## src/rtl/chrono_controller.sv

```systemverilog
// chrono_controller: front-panel sequencer for the stopwatch.
// Synchronises and debounces the three active-low keys, turns accepted
// presses into single-cycle events and runs the IDLE/RUNNING/STOPPED/RECALL
// mode machine that drives the counter enable, clear, lap capture and recall.
module chrono_controller #(
    parameter  int DEBOUNCE_CYCLES = 500000,
    parameter  int NUM_LAPS        = 3,
    localparam int SLOT_W          = (NUM_LAPS > 1) ? $clog2(NUM_LAPS) : 1
) (
    input  logic                clock,
    input  logic                reset,
    input  logic                btn_start_n,
    input  logic                btn_lap_n,
    input  logic                btn_clear_n,
    output logic                run,
    output logic                clear_pulse,
    output logic                lap_pulse,
    output logic [SLOT_W-1:0]   lap_slot,
    output logic [NUM_LAPS-1:0] recall_sel,
    output logic [SLOT_W:0]     laps_valid,
    output logic [1:0]          state
);

    localparam int CNT_W = (DEBOUNCE_CYCLES > 1) ? $clog2(DEBOUNCE_CYCLES + 1) : 1;

    localparam logic [CNT_W-1:0]  CNT_LAST  = CNT_W'(DEBOUNCE_CYCLES - 1);
    localparam logic [CNT_W-1:0]  CNT_ONE   = CNT_W'(1);
    localparam logic [SLOT_W-1:0] SLOT_LAST = SLOT_W'(NUM_LAPS - 1);
    localparam logic [SLOT_W-1:0] SLOT_ONE  = SLOT_W'(1);
    localparam logic [SLOT_W:0]   LAPS_FULL = (SLOT_W + 1)'(NUM_LAPS);
    localparam logic [SLOT_W:0]   LAPS_ONE  = (SLOT_W + 1)'(1);

    // Button bit order inside the debouncer: [0]=start, [1]=lap, [2]=clear.
    // Internally a set bit means "pressed".
    localparam int BTN_START = 0;
    localparam int BTN_LAP   = 1;
    localparam int BTN_CLEAR = 2;

    typedef enum logic [1:0] {
        IDLE    = 2'd0,
        RUNNING = 2'd1,
        STOPPED = 2'd2,
        RECALL  = 2'd3
    } state_t;

    logic [2:0]       sync_p0;
    logic [2:0]       sync_p1;
    logic [2:0]       accepted;
    logic [2:0]       press_ev;
    logic [CNT_W-1:0] db_cnt [3];

    state_t           state_q;
    logic [SLOT_W-1:0] wr_ptr;
    logic [SLOT_W-1:0] recall_idx;

    logic start_ev;
    logic lap_ev;
    logic clear_ev;

    // One-hot decode of a recall slot index.
    function automatic logic [NUM_LAPS-1:0] slot_onehot(input logic [SLOT_W-1:0] idx);
        return NUM_LAPS'(1) << idx;
    endfunction

    // Next recall index, wrapping after the last filled slot.
    function automatic logic [SLOT_W-1:0] next_recall(input logic [SLOT_W-1:0] idx,
                                                      input logic [SLOT_W:0]   count);
        if ({1'b0, idx} == (count - LAPS_ONE)) begin
            return '0;
        end
        return idx + SLOT_ONE;
    endfunction

    // Write pointer advance with wrap at the last slot.
    function automatic logic [SLOT_W-1:0] next_wr_ptr(input logic [SLOT_W-1:0] ptr);
        return (ptr == SLOT_LAST) ? '0 : ptr + SLOT_ONE;
    endfunction

    assign start_ev = press_ev[BTN_START];
    assign lap_ev   = press_ev[BTN_LAP];
    assign clear_ev = press_ev[BTN_CLEAR];
    assign state    = state_q;

    // Two-flop synchronisers, debounce counters and registered press strobes.
    always_ff @(posedge clock or negedge reset) begin
        if (!reset) begin
            sync_p0  <= '0;
            sync_p1  <= '0;
            accepted <= '0;
            press_ev <= '0;
            for (int i = 0; i < 3; i++) begin
                db_cnt[i] <= '0;
            end
        end else begin
            sync_p0  <= ~{btn_clear_n, btn_lap_n, btn_start_n};
            sync_p1  <= sync_p0;
            press_ev <= '0;
            for (int i = 0; i < 3; i++) begin
                if (sync_p1[i] == accepted[i]) begin
                    db_cnt[i] <= '0;
                end else if (db_cnt[i] == CNT_LAST) begin
                    // Level stable long enough: accept it; only a press is an event.
                    accepted[i] <= sync_p1[i];
                    db_cnt[i]   <= '0;
                    press_ev[i] <= sync_p1[i];
                end else begin
                    db_cnt[i] <= db_cnt[i] + CNT_ONE;
                end
            end
        end
    end

    // Mode machine with registered outputs; per state the highest-priority
    // legal event (clear > start > lap) acts and the rest are dropped.
    always_ff @(posedge clock or negedge reset) begin
        if (!reset) begin
            state_q     <= IDLE;
            run         <= 1'b0;
            clear_pulse <= 1'b0;
            lap_pulse   <= 1'b0;
            lap_slot    <= '0;
            recall_sel  <= '0;
            laps_valid  <= '0;
            wr_ptr      <= '0;
            recall_idx  <= '0;
        end else begin
            clear_pulse <= 1'b0;
            lap_pulse   <= 1'b0;
            case (state_q)
                IDLE: begin
                    if (clear_ev) begin
                        clear_pulse <= 1'b1;
                    end else if (start_ev) begin
                        state_q <= RUNNING;
                        run     <= 1'b1;
                    end
                end
                RUNNING: begin
                    if (start_ev) begin
                        state_q <= STOPPED;
                        run     <= 1'b0;
                    end else if (lap_ev) begin
                        lap_pulse <= 1'b1;
                        lap_slot  <= wr_ptr;
                        wr_ptr    <= next_wr_ptr(wr_ptr);
                        if (laps_valid != LAPS_FULL) begin
                            laps_valid <= laps_valid + LAPS_ONE;
                        end
                    end
                end
                STOPPED: begin
                    if (clear_ev) begin
                        clear_pulse <= 1'b1;
                        laps_valid  <= '0;
                        wr_ptr      <= '0;
                        state_q     <= IDLE;
                    end else if (start_ev) begin
                        state_q <= RUNNING;
                        run     <= 1'b1;
                    end else if (lap_ev && (laps_valid != '0)) begin
                        state_q    <= RECALL;
                        recall_idx <= '0;
                        recall_sel <= slot_onehot('0);
                    end
                end
                RECALL: begin
                    // Clear only leaves recall here; it never zeroes the counter.
                    if (clear_ev || start_ev) begin
                        state_q    <= STOPPED;
                        recall_sel <= '0;
                    end else if (lap_ev) begin
                        recall_idx <= next_recall(recall_idx, laps_valid);
                        recall_sel <= slot_onehot(next_recall(recall_idx, laps_valid));
                    end
                end
                default: begin
                    state_q <= IDLE;
                    run     <= 1'b0;
                end
            endcase
        end
    end

endmodule

```

## config.mk

```make
export PLATFORM = sky130hd
export DESIGN_NAME = chrono_controller
export DESIGN_NICKNAME = d
export VERILOG_FILES = /design/src/rtl/chrono_controller.sv
export SDC_FILE = /design/constraint.sdc
export NUM_CORES = 1
export LEC_CHECK = 0
export CAP_MARGIN = 10
export CORE_MARGIN = 2
export CORE_UTILIZATION = 55
export CTS_BUF_LIST = sky130_fd_sc_hd__clkbuf_8
export DETAILED_ROUTE_END_ITERATION = 8
export GPL_TIMING_DRIVEN = 0
export PLACE_DENSITY_LB_ADDON = 0.2
export RECOVER_POWER = 100
export SLEW_MARGIN = 20
export SYNTH_ARGS = -nofsm -noshare
export SYNTH_HDL_FRONTEND = slang
export SYNTH_SLANG_ARGS = --single-unit
```

## constraint.sdc

```tcl
create_clock -name clock -period 4.6 [get_ports clock]
set_input_delay 0.92 -clock clock [delete_from_list [all_inputs] [get_ports clock]]
set_output_delay 0.92 -clock clock [all_outputs]
set_load 0.01 [all_outputs]
```

* Word-level counts from Yosys, hierarchy flattened *
Cells that the tools add are included.

storage, ports and cells
  logic and storage cells = 136
  flip-flop bits (word level) = 86
  input port bits = 5

operators by class
  add/sub/neg operators = 7
  shift-type cells = 1
  reductions and logical operators = 18
  multiplexer cells = 58
  equality and inequality tests = 29
  bitwise operators = 5

operator list
  kind                   count
  $mux 19                6
  $add 19x1->19 const B  3
  $eq 19x19->1 const B   3
  $mux 2                 19
  $ne 2x2->1 const B     14
  $mux 3                 9
  $mux 1                 18
  $reduce_and 5->1       3
  $pmux 3 s2             2
  $pmux 2 s2             2
  $pmux 2 s4             1
  $reduce_and 4->1       2
  $eq 2x2->1 const B     3
  $reduce_and 2->1       3
  $reduce_and 6->1       1
  $reduce_bool 2->1      3
  $add 2x1->2 const B    2
  $ne 4x4->1 const B     1
  $not 1->1              4
  $add 3x1->3 const B    1
  $eq 1x1->1             3
  $eq 2x3->1             1
  $ne 3x2->1 const B     1
  $ne 3x3->1 const B     1
  other kinds (12)       12

* Longest topological paths before layout *
  depth in word-level cells = 14
  mapped depth = 7
  gate-level depth less buffers = 7

* Least setup slack after synthesis *
Ideal clock, no wire load.

  path kind = flip-flop to flip-flop
  start point = register db_cnt[38] (netlist bit)
  end point = register db_cnt[54] (netlist bit)
  setup slack = 2.670 ns
  cell stages (with the launch flop) = 6
  required time = 4.522 ns
  buffers on the path = 0
  period minus slack after synthesis = 1.930 ns
  setup time = 0.078 ns
  data arrival time = 1.852 ns
  path through = dfrtp_1 ha_1 nand4_1 or4_1 or3_1 a21oi_1

on the way
  longest elaborated chain between the ends = 3
  elaborated cells between the ends (all ways) = 4

ends and longest elaborated chain
  element                                        RTL line  source
  start: declaration                             50        logic [CNT_W-1:0] db_cnt [3];
  start signal: indexed assignment               107       db_cnt[i] <= db_cnt[i] + CNT_ONE;
  $add 19x1->19 or $eq 19x19->1 (tied branches)  107, 101
  $mux 19 *                                      101       end else if (db_cnt[i] == CNT_LAST) begin
  $mux 19 *                                      99        if (sync_p1[i] == accepted[i]) begin

Every way passes the cells marked *; elsewhere a longest branch is shown, timed or not.
A chain may end at the register's enable or synchronous reset.

* Final worst setup path *
  start point = register db_cnt[24] (netlist bit)
  end point = register db_cnt[28] (netlist bit)

Same word-level chain as after synthesis.

==> results.toml <==
[timing]
setup_violations = 0
fin_crit_sh = 0.560
tns_ps = 0
slew_violations = 34
max_freq_ghz = 0.388
tightestPinTransition_ps = 1910
hold_viol = 0
clock_skew_ps = 11.6
min_period_ps = 2580
layout_setup_ws_ps = 2020
max_slew_margin = -0.272
rsz0062_at_grt = "false"

[yosys]
netlist_instances = 419
synth_area_sq_um = 4140
synth.ff_latch_count = 86
ys.warnings.count = 0
synth.net_count = 431
synth_edf_count = 0
ys_seq_area_frac = 0.519
yosysUniqueCellTypes = 47
synth_ff_type = "dfrtp_1"
avgSynthCellArea_sq_um = 9.89
synthArstFlopShare = 1.00

[clock_network]
cts-root-buf = "clkbuf_8"
hold_buffers = 0
htreeDepth = 3
cts-resized-gates = 0
clk_latency_ps = 350
cts_buffer_depth = 2
cts_made_buffers = 9
postCtsSetupBuffers = 0
cts_tree = "done"
clkSinkCount = 86
clk_pin_slew_ps = 80

[setup_path]
worstSetupPathType = "flop to flop"
reg2regPathDepth = 5
arrival_ps = 2790
start_kind = "flop"
reg2reg_to = "db_cnt[28]$_DFF_PN0_"
cp-end-kind = "flop"
crit_path_start = "db_cnt[24]$_DFF_PN0_"
crit_fanout = 10
r2r_slack_ps = 2020
crit_required_ps = 4820
r2r-start = "db_cnt[24]$_DFF_PN0_"
worstSetupEndpoint = "db_cnt[28]$_DFF_PN0_"

[layout]
diodes = 0
regArea_sq_um = 2150
fillers = 645
multi_input_area_sq_um = 1870
finalNetCount = 460
area_growth_pct = 12.2
drive_gt1_frac = 0.0618

[detailed_routing]
ant_nets = 0
drt_wl_total_mm = 7.72
drt-vias-per-instance = 5.64
vias = 3113
drc = 0
drtPass1Iterations = 4
avgRoutedWirePerCell_um = 14.0
drt_iter0_drc = 138

[grt]
grt_pass1_vias = 3091
grt_usage = 0.203
antenna_found_initial = 0
grt-ovfl-total = 0
grt_max_degree = 54
grt_pass1_wl_mm = 13.7

[hold_path]
hold_class = "flop to flop"
holdPathStages = 0
min_from = "sync_p0[0]$_DFF_PN0_"

[die]
dieArea_sq_um = 8240
core_area_sq_um = 7290
placementRows = 31
die_height_um = 90.8
fp.dieW_um = 90.8
start_util = 0.568
io_pins = 18

[power]
clock_power_share = 0.396
power.leakage_nw = 1.89
p_int_mw = 1.05
swShare = 0.220
finalPower_mw = 1.35
power.switching_uw = 297
comb_power_share = 0.031
power_frac_seq = 0.573
p_per_area_nw_per_um2 = 290
irDropWorstVdd_mv = 0.147

[placed_design]
dpl.hpwl_mm = 5.21
place_ws_ps = 2320
port_buffers = 17
gp_congestion = 0.836

[run_status]
status = "finished, violations left"
violations = "max-capacitance violations, max-slew violations"

[job]
maxCapViolations = 1
==> how the worst min path moves through the flow <==
stage	endpoint
floorplan	sync_p1[0]$_DFF_PN0_
global placement	sync_p1[2]$_DFF_PN0_
detailed placement	sync_p1[0]$_DFF_PN0_
CTS	sync_p1[0]$_DFF_PN0_
global route	sync_p1[0]$_DFF_PN0_
finish	sync_p1[0]$_DFF_PN0_
==> layout by cell type, fill, tap and decap left out, types with 11 or more instances in the layout <==
| cell | netlist | routed |
|---|---|---|
| nand4_1 | 15 | 15 |
| clkbuf_8 | 0 | 11 |
| inv_1 | 20 | 22 |
| nand2_1 | 38 | 38 |
| or4_1 | 11 | 11 |
| o21ai_0 | 18 | 19 |
| xor2_1 | 11 | 11 |
| nand3_1 | 21 | 21 |
| dfrtp_1 | 86 | 86 |
| nor2_1 | 47 | 47 |
| dlygate4sd3_1 | 0 | 16 |
| a21oi_1 | 19 | 19 |
| xnor2_1 | 29 | 29 |
| nor4_1 | 11 | 11 |
==> Yosys cell counts, drive strengths merged (4+ instances only) <==
cell type | count | share of area
xor2 | 11 | 0.023
and3 | 4 | 0.0060
nand2 | 38 | 0.034
nand4 | 16 | 0.026
or4 | 12 | 0.023
a21oi | 19 | 0.023
xnor2 | 29 | 0.061
nand3 | 22 | 0.028
o21ai | 19 | 0.023
clkbuf | 8 | 0.0072
nand3b | 4 | 0.0072
o31ai | 10 | 0.021
dfrtp | 86 | 0.52
nor2 | 47 | 0.043
inv | 20 | 0.018
nor4 | 11 | 0.017
or3 | 11 | 0.018
ha | 7 | 0.021
nor3b | 5 | 0.0091
nor3 | 8 | 0.0097
==> logic make-up (layout without fill, tap and decap cells) <==
family | after synthesis | in the layout | synth area share
AND/OR/NAND/NOR | 195 | 195 | 0.252
flip-flops | 86 | 86 | 0.519
AO/OA/AOI/OAI | 57 | 57 | 0.0830
XOR/XNOR | 40 | 40 | 0.0845
buffers and inverters | 29 | 63 | 0.0266
adder cells (fa/ha/maj) | 7 | 7 | 0.0211
multiplexers | 5 | 5 | 0.0130
==> power groups by stage <==
stage / Combinational [mW] / Clock, mW / Sequential [mW]
2_1_floorplan: 0.0179 / 0 / 0.786
3_5_place_dp: 0.0443 / 0 / 0.788
5_1_grt: 0.0491 / 0.581 / 0.775
3_3_place_gp: 0.0404 / 0 / 0.788
4_1_cts: 0.0448 / 0.551 / 0.773
6_report: 0.0415 / 0.535 / 0.774
==> worst max-delay path, stage by stage (launching register included) <==
cell and delay [ps]:
dfrtp_1 450, nor4bb_1 380, nand4_1 190, o31ai_1 870, clkbuf_1 450, nor2_1 100
==> sequential cells by signal (all words and copies together) (netlist names) <==
| name | count |
|---|---|
| sync_p0 | 3 |
| lap_slot | 2 |
| db_cnt | 57 |
| laps_valid | 3 |
| recall_sel | 3 |
| accepted | 3 |
| clear_pulse | 1 |
| lap_pulse | 1 |
| wr_ptr | 2 |
| recall_idx | 2 |
| sync_p1 | 3 |
| state | 2 |
| run | 1 |
| press_ev | 3 |
==> stage by stage <==
stage                     cells   util  area, sq um  hold WS (ps)
final                       552  0.638         4650           355
after detailed placement    536  0.612         4460           343
after global routing        552  0.638         4650           366
after CTS                   552  0.640         4660           362
after global placement      535  0.609         4440           336
after floorplan             419      -         4140           331
==> cell type report <==
cell class | instances | area share
plain buffers | 9 | 0.00753
clock buffers | 11 | 0.0326
clock inverters | 5 | 0.0108
inverters | 20 | 0.0161
multi-input cells | 304 | 0.402
flip-flops and latches | 86 | 0.463
well taps | 99 | 0.0266
repair buffers | 18 | 0.0412
==> metal layers <==
layer | vias to the layer above | global-route usage | share of wire
met5 | - | 0 | 0
met4 | 0 | 0.0960 | 0.014
met3 | 9 | 0.0309 | 0.028
met2 | 47 | 0.332 | 0.48
met1 | 1515 | 0.267 | 0.48
li1 | 1542 | - | -
Note: power is estimated with default switching activity, not from simulation.
